--- src/rtl/uart_pkg.sv ---
// Shared UART definitions: FSM state encoding, frame constants and the parity helper
// used by both the transmitter and the receiver.
package uart_pkg;

  localparam int   DATA_BITS  = 8;
  localparam logic STOP_LEVEL = 1'b1;

  // The state name is the bit currently being driven on the line.
  typedef enum logic [2:0] {
    ST_IDLE   = 3'd0,
    ST_START  = 3'd1,
    ST_DATA   = 3'd2,
    ST_PARITY = 3'd3,
    ST_STOP   = 3'd4
  } uart_state_e;

  function automatic logic uart_parity(input logic [DATA_BITS-1:0] i_data);
    return ^i_data;
  endfunction

endpackage

--- src/rtl/uart_tx_if.sv ---
// Byte valid/ready handshake between a producer (master) and the UART transmitter (slave).
interface uart_tx_if;
  import uart_pkg::*;

  logic [DATA_BITS-1:0] in_data;
  logic                 in_valid;
  logic                 in_ready;

  modport master (output in_data, output in_valid, input in_ready);
  modport slave  (input in_data, input in_valid, output in_ready);

endinterface

--- src/rtl/uart_tx_fifo.sv ---
// Byte FIFO feeding the UART transmitter; circular pointers wrap at DEPTH (a power of two).
module uart_tx_fifo
  import uart_pkg::*;
#(
  parameter int DEPTH = 4
) (
  input  logic                 clk,
  input  logic                 rst,
  input  logic [DATA_BITS-1:0] i_data,
  input  logic                 i_push,
  input  logic                 i_pop,
  output logic [DATA_BITS-1:0] o_data,
  output logic                 o_full,
  output logic                 o_empty
);

  localparam int PTR_W = $clog2(DEPTH);
  localparam int CNT_W = PTR_W + 1;

  logic [DATA_BITS-1:0] r_mem [DEPTH];
  logic [PTR_W-1:0]     r_wrPtr;
  logic [PTR_W-1:0]     r_rdPtr;
  logic [CNT_W-1:0]     r_count;
  logic                 w_doPush;
  logic                 w_doPop;

  assign w_doPush = i_push && !o_full;
  assign w_doPop  = i_pop && !o_empty;
  assign o_full   = (r_count == CNT_W'(DEPTH));
  assign o_empty  = (r_count == '0);
  assign o_data   = r_mem[r_rdPtr];

  always_ff @(posedge clk) begin
    if (w_doPush) begin
      r_mem[r_wrPtr] <= i_data;
    end
  end

  // Push and pop in the same cycle leave the count unchanged.
  always_ff @(posedge clk or posedge rst) begin
    if (rst) begin
      r_wrPtr <= '0;
      r_rdPtr <= '0;
      r_count <= '0;
    end else begin
      if (w_doPush) begin
        r_wrPtr <= r_wrPtr + PTR_W'(1);
      end
      if (w_doPop) begin
        r_rdPtr <= r_rdPtr + PTR_W'(1);
      end
      case ({w_doPush, w_doPop})
        2'b10:   r_count <= r_count + CNT_W'(1);
        2'b01:   r_count <= r_count - CNT_W'(1);
        default: r_count <= r_count;
      endcase
    end
  end

endmodule

--- src/rtl/uart_tx.sv ---
// UART transmitter: start(0), 8 data bits LSB first, even parity, stop(1), paced by baud_tick.
// Define UART_TX_FIFO_EN to replace the single holding register with a FIFO_DEPTH-entry FIFO.
module uart_tx
  import uart_pkg::*;
#(
  parameter int FIFO_DEPTH = 4
) (
  input  logic     clk,
  input  logic     rst,
  input  logic     baud_tick,
  uart_tx_if.slave bus,
  output logic     tx,
  output logic     busy,
  output logic     tx_done
);

  if (FIFO_DEPTH < 2 || (FIFO_DEPTH & (FIFO_DEPTH - 1)) != 0) begin : g_badDepth
    $error("uart_tx: FIFO_DEPTH must be a power of two >= 2");
  end

  uart_state_e          r_state;
  logic [DATA_BITS-1:0] r_shiftReg;
  logic [2:0]           r_bitCnt;
  logic                 r_tx;
  logic                 r_busy;
  logic                 r_txDone;

  logic                 w_push;
  logic                 w_pop;
  logic                 w_pending;
  logic                 w_full;
  logic [DATA_BITS-1:0] w_popData;

  assign bus.in_ready = !rst && !w_full;
  assign w_push       = bus.in_valid && bus.in_ready;
  assign w_pop        = baud_tick && w_pending && (r_state == ST_IDLE || r_state == ST_STOP);

`ifdef UART_TX_FIFO_EN
  logic w_empty;

  uart_tx_fifo #(
    .DEPTH (FIFO_DEPTH)
  ) u_fifo (
    .clk     (clk),
    .rst     (rst),
    .i_data  (bus.in_data),
    .i_push  (w_push),
    .i_pop   (w_pop),
    .o_data  (w_popData),
    .o_full  (w_full),
    .o_empty (w_empty)
  );

  assign w_pending = !w_empty;
`else
  logic                 r_holdFull;
  logic [DATA_BITS-1:0] r_holdData;

  // in_ready is low while full, so a push never coincides with a pop here.
  always_ff @(posedge clk or posedge rst) begin
    if (rst) begin
      r_holdFull <= 1'b0;
      r_holdData <= '0;
    end else if (w_pop) begin
      r_holdFull <= 1'b0;
    end else if (w_push) begin
      r_holdFull <= 1'b1;
      r_holdData <= bus.in_data;
    end
  end

  assign w_full    = r_holdFull;
  assign w_pending = r_holdFull;
  assign w_popData = r_holdData;
`endif

  // The byte is copied into r_shiftReg at pop, so the source slot is free afterwards.
  always_ff @(posedge clk or posedge rst) begin
    if (rst) begin
      r_state    <= ST_IDLE;
      r_shiftReg <= '0;
      r_bitCnt   <= '0;
      r_tx       <= STOP_LEVEL;
      r_busy     <= 1'b0;
      r_txDone   <= 1'b0;
    end else begin
      r_txDone <= 1'b0;
      if (baud_tick) begin
        unique case (r_state)
          ST_IDLE: begin
            if (w_pending) begin
              r_shiftReg <= w_popData;
              r_tx       <= 1'b0;
              r_busy     <= 1'b1;
              r_state    <= ST_START;
            end else begin
              r_tx <= STOP_LEVEL;
            end
          end
          ST_START: begin
            r_tx     <= r_shiftReg[0];
            r_bitCnt <= '0;
            r_state  <= ST_DATA;
          end
          ST_DATA: begin
            if (r_bitCnt != 3'(DATA_BITS - 1)) begin
              r_tx     <= r_shiftReg[r_bitCnt + 3'd1];
              r_bitCnt <= r_bitCnt + 3'd1;
            end else begin
              r_tx    <= uart_parity(r_shiftReg);
              r_state <= ST_PARITY;
            end
          end
          ST_PARITY: begin
            r_tx    <= STOP_LEVEL;
            r_state <= ST_STOP;
          end
          ST_STOP: begin
            r_txDone <= 1'b1;
            if (w_pending) begin
              r_shiftReg <= w_popData;
              r_tx       <= 1'b0;
              r_state    <= ST_START;
            end else begin
              r_tx    <= STOP_LEVEL;
              r_busy  <= 1'b0;
              r_state <= ST_IDLE;
            end
          end
          default: begin
            r_tx    <= STOP_LEVEL;
            r_busy  <= 1'b0;
            r_state <= ST_IDLE;
          end
        endcase
      end
    end
  end

  assign tx      = r_tx;
  assign busy    = r_busy;
  assign tx_done = r_txDone;

endmodule

--- src/flat_wrapper.sv ---
// flat-port wrapper written by rule: the top's interface ports become plain ports
module uart_tx_flat import uart_pkg::*;
#(
  parameter int FIFO_DEPTH = 4
)
  (clk, rst, baud_tick, tx, busy, tx_done, bus_in_data, bus_in_valid, bus_in_ready);
  uart_tx_if bus_i ();
  input  logic clk;
  input  logic rst;
  input  logic baud_tick;
  output logic tx;
  output logic busy;
  output logic tx_done;
  input wire logic [$bits(bus_i.in_data)-1:0] bus_in_data;
  input wire logic [$bits(bus_i.in_valid)-1:0] bus_in_valid;
  output wire logic [$bits(bus_i.in_ready)-1:0] bus_in_ready;
  assign bus_i.in_data = bus_in_data;
  assign bus_i.in_valid = bus_in_valid;
  assign bus_in_ready = bus_i.in_ready;
  uart_tx #(.FIFO_DEPTH(FIFO_DEPTH)) u_core (.clk(clk), .rst(rst), .baud_tick(baud_tick), .bus(bus_i), .tx(tx), .busy(busy), .tx_done(tx_done));
endmodule
--- config.mk ---
export PLATFORM = sky130hd
export DESIGN_NAME = uart_tx_flat
export DESIGN_NICKNAME = d
export VERILOG_FILES = /design/src/rtl/uart_pkg.sv /design/src/rtl/uart_tx_if.sv /design/src/rtl/uart_tx_fifo.sv /design/src/rtl/uart_tx.sv /design/src/flat_wrapper.sv
export SDC_FILE = /design/constraint.sdc
export NUM_CORES = 1
export LEC_CHECK = 0
export ABC_AREA = 1
export ABC_CLOCK_PERIOD_IN_PS = 1900
export BUFFER_PORTS_ARGS = -buffer_cell sky130_fd_sc_hd__buf_2
export CORE_ASPECT_RATIO = 1.75
export CORE_UTILIZATION = 40
export CTS_BUF_LIST = sky130_fd_sc_hd__clkbuf_4
export CTS_CLUSTER_DIAMETER = 80
export DETAILED_ROUTE_END_ITERATION = 7
export PLACE_DENSITY_LB_ADDON = 0.08
export SLEW_MARGIN = 20
export SYNTH_ARGS = -nofsm -noshare
export SYNTH_HDL_FRONTEND = slang
export SYNTH_SLANG_ARGS = --single-unit
--- constraint.sdc ---
create_clock -name clk -period 1.9 [get_ports clk]
set_clock_uncertainty 0.1 [all_clocks]
set_input_delay 0.285 -clock clk [delete_from_list [all_inputs] [get_ports clk]]
set_output_delay 0.285 -clock clk [all_outputs]
set_load 0.01 [all_outputs]
==> results.py <==
metrics = {
    "yosys": {
        "synth_flop_cell": "dfrtp_1",
        "ys_async_sr_fraction_pct": 100,
        "ys_warn_count": 0,
        "synth_top_area_cell": "dfrtp_1",
        "avgSynthCellArea_um2": 8.06,
        "synthSimpleGateAreaFrac_pct": 28.8,
        "synth-seq-cells": 26,
        "synth_area_leaders": "dfrtp_1 (44%), nand2_1 (18%), mux2_2 (6.3%), inv_1 (5.0%), o21ai_0 (4.2%)",
        "synth_compound_area_share_pct": 9.35,
        "synthXorXnorAreaFrac_pct": 0.617,
        "yosysTopAreaCellShare_pct": 44.1,
        "synth_cell_types": 26,
        "synthMuxAreaShare_pct": 6.35,
        "synth_top_family_by_area": "simple AND/OR/NAND/NOR gates",
        "synthAdderAreaFrac_pct": 1.76,
        "syn_inst": 176,
        "synth-edff-count": 0,
        "ys_seq_area_share_pct": 45.9,
        "synth_area_um2": 1420,
        "mappedNetlistNets": 190,
    },
    "die": {
        "row_count": 28,
        "die_w_um": 47.0,
        "io_pins": 16,
        "fp.dieArea_um2": 3800,
        "die_y_um": 80.8,
        "initial_core_util_pct": 41.8,
        "core_um2": 3400,
    },
    "clock_network": {
        "htreeDepth": 1,
        "cts_inserted_buffers": 3,
        "cts_tree": "done",
        "clk_latency_ns": 0.32,
        "cts_max_path_buffers": 2,
        "root_buffer": "clkbuf_4",
        "cts.sinks": 26,
        "path_clk_slew_ns": 0.14,
    },
    "pwr": {
        "power_frac_comb_pct": 48.6,
        "ir_drop_mv": 0.735,
        "p_leak_nw": 0.806,
        "power.internal_w": 0.00135,
        "p_total_w": 0.00243,
        "power_per_cell_area_nw_per_um2": 1540,
        "switchingPower_w": 0.00109,
        "p_seq_share_pct": 41.5,
        "power_frac_clock_pct": 9.9,
        "p_sw_share_pct": 44.6,
    },
    "routing": {
        "drtIter0Drc": 19,
        "vias": 1166,
        "drc": 0,
        "avgRoutedWirePerCell_um": 11.6,
        "final_antenna_net_count": 0,
        "drt_first_pass_iters": 4,
        "viasPerCell": 4.86,
        "routed_wirelength_um": 2780,
    },
    "critical_path": {
        "cp-end-kind": "register",
        "path_depth": 8,
        "crit_buf_inv": 1,
        "crit_start": "u_core.r_bitCnt[0]",
        "crit_path_end": "u_core.tx",
        "cpPeakStageDelay_ns": 0.49,
        "r2r-end": "u_core.tx",
        "cp_cell_sequence": "ha_1 > ha_1 > inv_1 > nand3_1 > nand3_1 > nand2_1 > nand2_1 > a21oi_1",
        "ff2ff_setup_slack_ns": 0.29,
        "worstSetupPathType": "register to register",
        "reg2reg_from": "u_core.r_bitCnt[0]",
        "crit_path_max_fanout": 9,
        "cp-start-kind": "register",
        "critPathTopFamily": "adder cells",
        "r2r_cells": 8,
        "required_ns": 2.06,
        "cp_data_arrival_time_ns": 1.78,
        "critPathSlowestCell": "dfrtp_1",
    },
    "global_route": {
        "grt_antenna_before_repair": 0,
        "grt_use_total_pct": 17.4,
        "grt_overflow_total": 0,
        "first_global_vias": 1140,
        "grt_pass1_wl_um": 4840,
        "grt_max_degree": 19,
    },
    "layout": {
        "mostFrequentLayoutCell": "nand2_1",
        "design_area_um2": 1580,
        "syn2layout_area_growth_pct": 11.2,
        "utilization_pct": 46.4,
        "diodes": 0,
        "final_cell_mix": "nand2_1 (67), dfrtp_1 (25), inv_1 (19)",
        "drive_above_1_share_pct": 20.5,
        "layout.nets": 210,
    },
    "place": {
        "placed_area_um2": 1540,
        "dp_hpwl_um": 2190,
        "gp_congestion": 0.871,
        "port_buffers": 15,
    },
    "job": {
        "cap_violations": 0,
    },
    "timing": {
        "rsz0062_at_grt": "no",
        "setup_tns_ns": 0,
        "hold_viol": 0,
        "tightest_slew_ns": 0.423,
        "period_minus_slack_ns": 1.61,
        "slew_headroom_pct": 71.8,
        "fin_crit_sh_pct": 85.0,
        "slew_violations": 0,
        "fmax_mhz": 619,
        "setup_violations": 0,
    },
    "worst_hold_path": {
        "hold_path_class": "primary input to register",
    },
    "run_status": {
        "run_status": "complete, no violations",
    },
}
[worst min path at each step]
| stage | startpoint | endpoint | depth (start not counted) |
|---|---|---|---|
| floorplan | rst | u_core.busy | 1 |
| global placement | rst | u_core.r_holdFull | 2 |
| detailed placement | rst | u_core.r_holdFull | 2 |
| CTS | bus_in_data[2] | u_core.r_holdData[2] | 2 |
| global route | bus_in_data[4] | u_core.r_holdData[4] | 2 |
| finish | bus_in_data[6] | u_core.r_holdData[6] | 2 |
[cells in the mapped netlist (2+ instances only)]
cell / number
inv_1: 19
inv_2: 2
nand2_2: 2
o21ai_2: 2
o21ai_1: 3
nand2_1: 67
mux2_2: 8
nor2_1: 9
nor2_4: 3
ha_1: 2
o21ai_0: 12
nand3_1: 9
dfrtp_1: 25
[cell type report]
type                       instances  area, um2
inverter                          22       85.1
multi-input combinational        126        666
timing repair buffer              17       92.6
clock buffer                       3       22.5
fill                             356       1820
tap                               45       56.3
clock inverter                     1       3.75
sequential                        26        652
[through the flow]
stage | worst slack [ns] | hold slack [ns] | cells
after global placement | 0.373 | 0.214 | 235
after CTS | 0.279 | 0.0785 | 240
after global routing | 0.125 | 0.0757 | 240
after floorplan | 0.530 | 0.224 | 176
final | 0.285 | 0.0871 | 240
after detailed placement | 0.312 | 0.217 | 235
[worst reg2reg max path, stage by stage, from the launching register on]
cell     delay (ns)
dfrtp_1        0.49
ha_1           0.24
ha_1           0.29
inv_1          0.06
nand3_1        0.07
nand3_1        0.06
nand2_1        0.07
nand2_1        0.05
a21oi_1        0.12
[power groups by stage]
stage | clock network, W | registers [W] | logic [W]
floorplan | 0 | 0.000972 | 0.000966
global placement | 0 | 0.00101 | 0.00115
detailed placement | 0 | 0.00102 | 0.00119
CTS | 0.000250 | 0.00101 | 0.00119
global route | 0.000265 | 0.00105 | 0.00138
finish | 0.000241 | 0.00101 | 0.00118
[timing repair]
item,in CTS,in global routing
endpoints found under the hold margin,9,0
hold buffers,1,0
gates resized for setup,0,0
buffers inserted,0,0
[state kept, by name, indices dropped and copies added, names as in the netlist]
| name | count |
|---|---|
| u_core.r_holdData | 8 |
| u_core.r_shiftReg | 8 |
| u_core.r_bitCnt | 3 |
| u_core.r_state | 3 |
| u_core.busy | 1 |
| u_core.r_holdFull | 1 |
| u_core.tx | 1 |
| u_core.tx_done | 1 |
[per-layer routing]
metal | vias up | wire length [um] | track usage [%]
met3 | 6 | 41 | 1.56
met2 | 15 | 1460 | 30.1
met5 | - | 0 | 0
met4 | 0 | 58 | 8.00
met1 | 540 | 1220 | 20.8
li1 | 605 | - | -
[kinds of logic (layout without fill, tap and decap cells)]
| family | after synthesis | count (layout) |
|---|---|---|
| and+or+nand+nor | 93 | 93 |
| DFF | 26 | 26 |
| buffers and inverters | 24 | 43 |
| AOI/OAI and AO/OA | 22 | 22 |
| muxes | 8 | 8 |
| adders and majority gates | 2 | 2 |
| xor gates and xnor gates | 1 | 1 |
(Power assumes the default switching activity.)
